File: src/rtl/regfile_mp.sv
// rtl/regfile_mp.sv - multi-port register file with PC register, write scoreboard and dual-write conflict flag
module regfile_mp #(
    parameter int WIDTH   = 16,
    parameter int AW      = 3,
    parameter int PC_IDX  = (1 << AW) - 1,
    parameter int ZERO_R0 = 0
) (
    input  logic                  clk,
    input  logic                  rst,
    input  logic                  we0,
    input  logic [AW-1:0]         waddr0,
    input  logic [WIDTH-1:0]      wdata0,
    input  logic                  we1,
    input  logic [AW-1:0]         waddr1,
    input  logic [WIDTH-1:0]      wdata1,
    input  logic [AW-1:0]         raddr0,
    input  logic [AW-1:0]         raddr1,
    output logic [WIDTH-1:0]      rdata0,
    output logic [WIDTH-1:0]      rdata1,
    input  logic                  pc_inc,
    output logic [WIDTH-1:0]      pcout,
    input  logic                  issue,
    input  logic [AW-1:0]         issue_addr,
    output logic [(1 << AW)-1:0]  busy,
    output logic                  wr_conflict
);

    localparam int NREGS = 1 << AW;
    localparam bit ZR    = (ZERO_R0 != 0);

    logic [WIDTH-1:0] regs [NREGS];
    logic             we0_ok;
    logic             we1_ok;
    logic             issue_ok;

    // Register 0 is hardwired when ZR is set, so strobes aimed at it are dropped here.
    assign we0_ok   = we0 && !(ZR && (waddr0 == '0));
    assign we1_ok   = we1 && !(ZR && (waddr1 == '0));
    assign issue_ok = issue && !(ZR && (issue_addr == '0));

    assign pcout = regs[PC_IDX];

    // Storage update: port 1 beats port 0, any write to the PC beats pc_inc.
    always_ff @(posedge clk) begin
        for (int i = 0; i < NREGS; i++) begin
            if (rst || (ZR && i == 0)) begin
                regs[i] <= '0;
            end else if (we1_ok && waddr1 == AW'(i)) begin
                regs[i] <= wdata1;
            end else if (we0_ok && waddr0 == AW'(i)) begin
                regs[i] <= wdata0;
            end else if (i == PC_IDX && pc_inc) begin
                regs[i] <= regs[i] + WIDTH'(1);
            end
        end
    end

    // Scoreboard: issue sets, writeback clears, a same-cycle issue wins over the writeback.
    always_ff @(posedge clk) begin
        for (int i = 0; i < NREGS; i++) begin
            if (rst) begin
                busy[i] <= 1'b0;
            end else if (issue_ok && issue_addr == AW'(i)) begin
                busy[i] <= 1'b1;
            end else if ((we0_ok && waddr0 == AW'(i)) || (we1_ok && waddr1 == AW'(i))) begin
                busy[i] <= 1'b0;
            end
        end
    end

    // One-cycle pulse after both ports targeted the same address.
    always_ff @(posedge clk) begin
        if (rst) begin
            wr_conflict <= 1'b0;
        end else begin
            wr_conflict <= we0 && we1 && (waddr0 == waddr1);
        end
    end

    // Read port 0 with write-through bypass, disabled during reset.
    always_comb begin
        rdata0 = regs[raddr0];
        if (!rst && we0_ok && waddr0 == raddr0) rdata0 = wdata0;
        if (!rst && we1_ok && waddr1 == raddr0) rdata0 = wdata1;
        if (ZR && raddr0 == '0) rdata0 = '0;
    end

    // Read port 1 with write-through bypass, disabled during reset.
    always_comb begin
        rdata1 = regs[raddr1];
        if (!rst && we0_ok && waddr0 == raddr1) rdata1 = wdata0;
        if (!rst && we1_ok && waddr1 == raddr1) rdata1 = wdata1;
        if (ZR && raddr1 == '0) rdata1 = '0;
    end

endmodule
File: config.mk
export PLATFORM = sky130hd
export DESIGN_NAME = regfile_mp
export DESIGN_NICKNAME = d
export VERILOG_FILES = /design/src/rtl/regfile_mp.sv
export SDC_FILE = /design/constraint.sdc
export NUM_CORES = 1
export LEC_CHECK = 0
export BUFFER_PORTS_ARGS = -buffer_cell sky130_fd_sc_hd__buf_2
export CAP_MARGIN = 20
export CORE_ASPECT_RATIO = 0.6
export CORE_MARGIN = 5
export CORE_UTILIZATION = 30
export DETAILED_ROUTE_END_ITERATION = 12
export PLACE_DENSITY = 0.46
export SLEW_MARGIN = 30
export SYNTH_ARGS = -nofsm -noshare
export SYNTH_HDL_FRONTEND = slang
export SYNTH_SLANG_ARGS = --single-unit
File: constraint.sdc
create_clock -name clk -period 2.75 [get_ports clk]
set_clock_uncertainty 0.05 [all_clocks]
set_input_delay 0.1375 -clock clk [delete_from_list [all_inputs] [get_ports clk]]
set_output_delay 0.1375 -clock clk [all_outputs]
set_load 0.05 [all_outputs]
==> run_results.csv <==
group,metric,value,unit
timing,max_freq,393.4,MHz
floorplan,core-area,29980,µm²
final_layout,post-route-util,35.72,%
timing,fin_crit,2.542,ns
placement,dp_hpwl,23930,µm
detailed_routing,routed_wirelength,34780,µm
cts,insertion_delay,0.43,ns
timing,slew_viol_final,0,
pwr,p_leak,4.013,nW
yosys,syn_nets,801,
final_layout,layout-drive-gt1-share,30.65,%
yosys,synth_top_flop_cell,"edfxtp_1",
setup_path,required,2.56,ns
timing,finalCritPeriodShare,92.45,%
status,status,"complete, no violations",
min_path,hold_path.class,"in -> reg",
min_path,min_path_cells,4,
timing,setup_viol,0,
detailed_routing,dr.first_iter.drc_count,823,
detailed_routing,wl_per_cell,28.05,µm
yosys,synthCells,747,
floorplan,ios,110,
final_layout,diodes,0,
final_layout,syn2layout_area_growth,17.15,%
cts,cts.sinks,137,
global_route,overflow,0,
cts,cts_tree,"built",
floorplan,die_x,235.4,µm
placement,io_buffers,109,
global_route,antenna_found_initial,0,
floorplan,dieArea,34180,µm²
setup_path,critPathMaxFanout,28,
cts,cts.clk_slew.worst_paths,0.06,ns
final_layout,fill_cells,2972,
cts,cts_made_buffers,17,
detailed_routing,antenna_left,0,
setup_path,startpoint_type,"primary input",
detailed_routing,dr.pass1.iters,5,
detailed_routing,vias_per_cell,5.913,
detailed_routing,via_count,7332,
cts,cts-htree-levels,4,
yosys,async_reset_ff_share,0,%
yosys,yosysSeqAreaShare,44.01,%
final_layout,fin_area,10710,µm²
final_layout,final_cell_mix,"edfxtp_1 (128), buf_2 (109), a22o_1 (96)",
yosys,syn_area,9143,µm²
timing,worst_pin_slew,0.9621,ns
job,maxCapViolCount,0,
cts,cts-root-buf,"clkbuf_16",
timing,fin_hold_ws,0.05974,ns
floorplan,core.rowCount,49,
placement,place_area,10050,µm²
yosys,synth.avg_cell_area,12.24,µm²
cts,cts.path.max_buffers,2,
timing,worst_slack,0.2077,ns
setup_path,r2r_cells,6,
global_route,grt_pass1_vias,7003,
global_route,grt_max_degree,35,
yosys,synth_edf_count,128,
final_layout,layout_commonest_cell,"edfxtp_1",
floorplan,die_y,145.2,µm
global_route,grt_pass1_wl,50980,µm
timing,finalHoldViolations,0,
timing,finalSetupTns,0,ns
pwr,peakVddDrop,0.4633,mV
placement,gp_congestion,0.8166,
detailed_routing,post-route-drc-count,0,
placement,pre_cts_slack,0.4724,ns
pwr,p_per_area,619.9,nW/µm²
final_layout,nNetsFinal,873,
setup_path,crit_arrival,2.35,ns
yosys,synth_seq_cells,137,
global_route,gr-usage-all-layers,19.98,%
yosys,synth_cell_types,56,
setup_path,endpoint_kind,"output pin",
timing,rsz0062_at_grt,"false",
yosys,yosysWarnings,0,
timing,maxSlewHeadroom,35.86,%
setup_path,path_class,"in -> out",
floorplan,initial_core_util,30.50,%
-- synthesized netlist by cell type, types with 4 or more instances --
cell	n	area, µm²
nand2b_1	6	37.54
buf_1	8	30.03
nor2_1	48	180.2
xnor2_1	13	113.9
nor3_1	9	45.04
buf_4	11	82.58
nand2_1	34	127.6
nor3_2	4	40.04
clkbuf_1	32	120.1
a22oi_1	6	45.04
o21ai_0	8	40.04
buf_6	6	67.56
xor2_1	15	131.4
nand3_1	19	95.09
dfxtp_1	9	180.2
nand4_1	5	31.28
a21o_1	32	240.2
a22o_1	96	840.8
or3_1	5	31.28
buf_2	37	185.2
mux2i_1	32	320.3
a2bb2oi_1	4	35.03
a211oi_1	32	240.2
mux4_2	64	1441
a21oi_1	28	140.1
edfxtp_1	128	3844
inv_1	13	48.80
a221oi_1	5	43.79
-- cells by family after synthesis --
logic type	synth area share (%)
buffers and inverters	5.844
AOI/OAI and AO/OA	19.11
DFF	44.01
and+or+nand+nor	8.951
xor gates and xnor gates	2.682
muxes	19.27
adders and majority gates	0.1368
-- timing repair --
item                                   CTS  global route
setup buffers                            0             0
hold buffers                             5             0
gates resized for setup                  0             0
endpoints found under the hold margin    6             0
-- report_power, final --
group          internal, W  leakage, nW  switching [W]
clock network      0.00150        0.284       0.000945
registers          0.00246         1.35       0.000125
logic             0.000531         2.38        0.00107
total              0.00450         4.01        0.00214
-- routing by layer --
| metal | vias up | global-route usage (%) | wire (µm) |
|---|---|---|---|
| li1 | 3125 | - | - |
| met3 | 23 | 4.287 | 2705 |
| met1 | 3850 | 32.89 | 17590 |
| met5 | - | 0 | 0 |
| met2 | 334 | 26.67 | 14100 |
| met4 | 0 | 3.509 | 382 |
-- critical path, cell delays in order --
cell and delay, ns:
dlygate4sd3_1 0.52, buf_2 0.22, nand2b_1 0.20, nor4_4 0.51, buf_12 0.24, a211oi_1 0.07, a21o_1 0.22, buf_2 0.22
-- per-stage QoR --
step           total power (W)  std cells
2_1_floorplan         0.003702        747
3_3_place_gp          0.004217       1202
3_5_place_dp          0.004216       1203
4_1_cts               0.006652       1240
5_1_grt               0.006850       1240
6_report              0.006640       1240
-- path summary, 6_finish.rpt --
check	startpoint	endpoint	slack (ns)
hold reg to reg	busy[4]$_SDFFE_PP0P_	busy[4]$_SDFFE_PP0P_	0.40
hold / removal	issue_addr[2]	busy[0]$_SDFFE_PP0P_	0.06
setup reg to reg	regs[7][1]$_DFFE_PP_	regs[7][12]$_DFFE_PP_	0.58
setup / recovery	we1	rdata1[11]	0.21
-- sequential cells by signal, indices dropped and copies added (netlist names) --
register and flops:
busy 8, regs 128, wr_conflict 1
-- layout make-up --
cell class | instances | area (µm²) | area share, %
flip-flops and latches | 137 | 4024 | 37.57
clock buffers | 18 | 429.2 | 4.007
multi-input cells | 503 | 4621 | 43.14
inverters | 13 | 48.80 | 0.4556
repair buffers | 147 | 897.1 | 8.376
clock inverters | 14 | 180.2 | 1.682
well taps | 408 | 510.5 | 4.766
No activity file was read; power rests on OpenSTA's default activity.
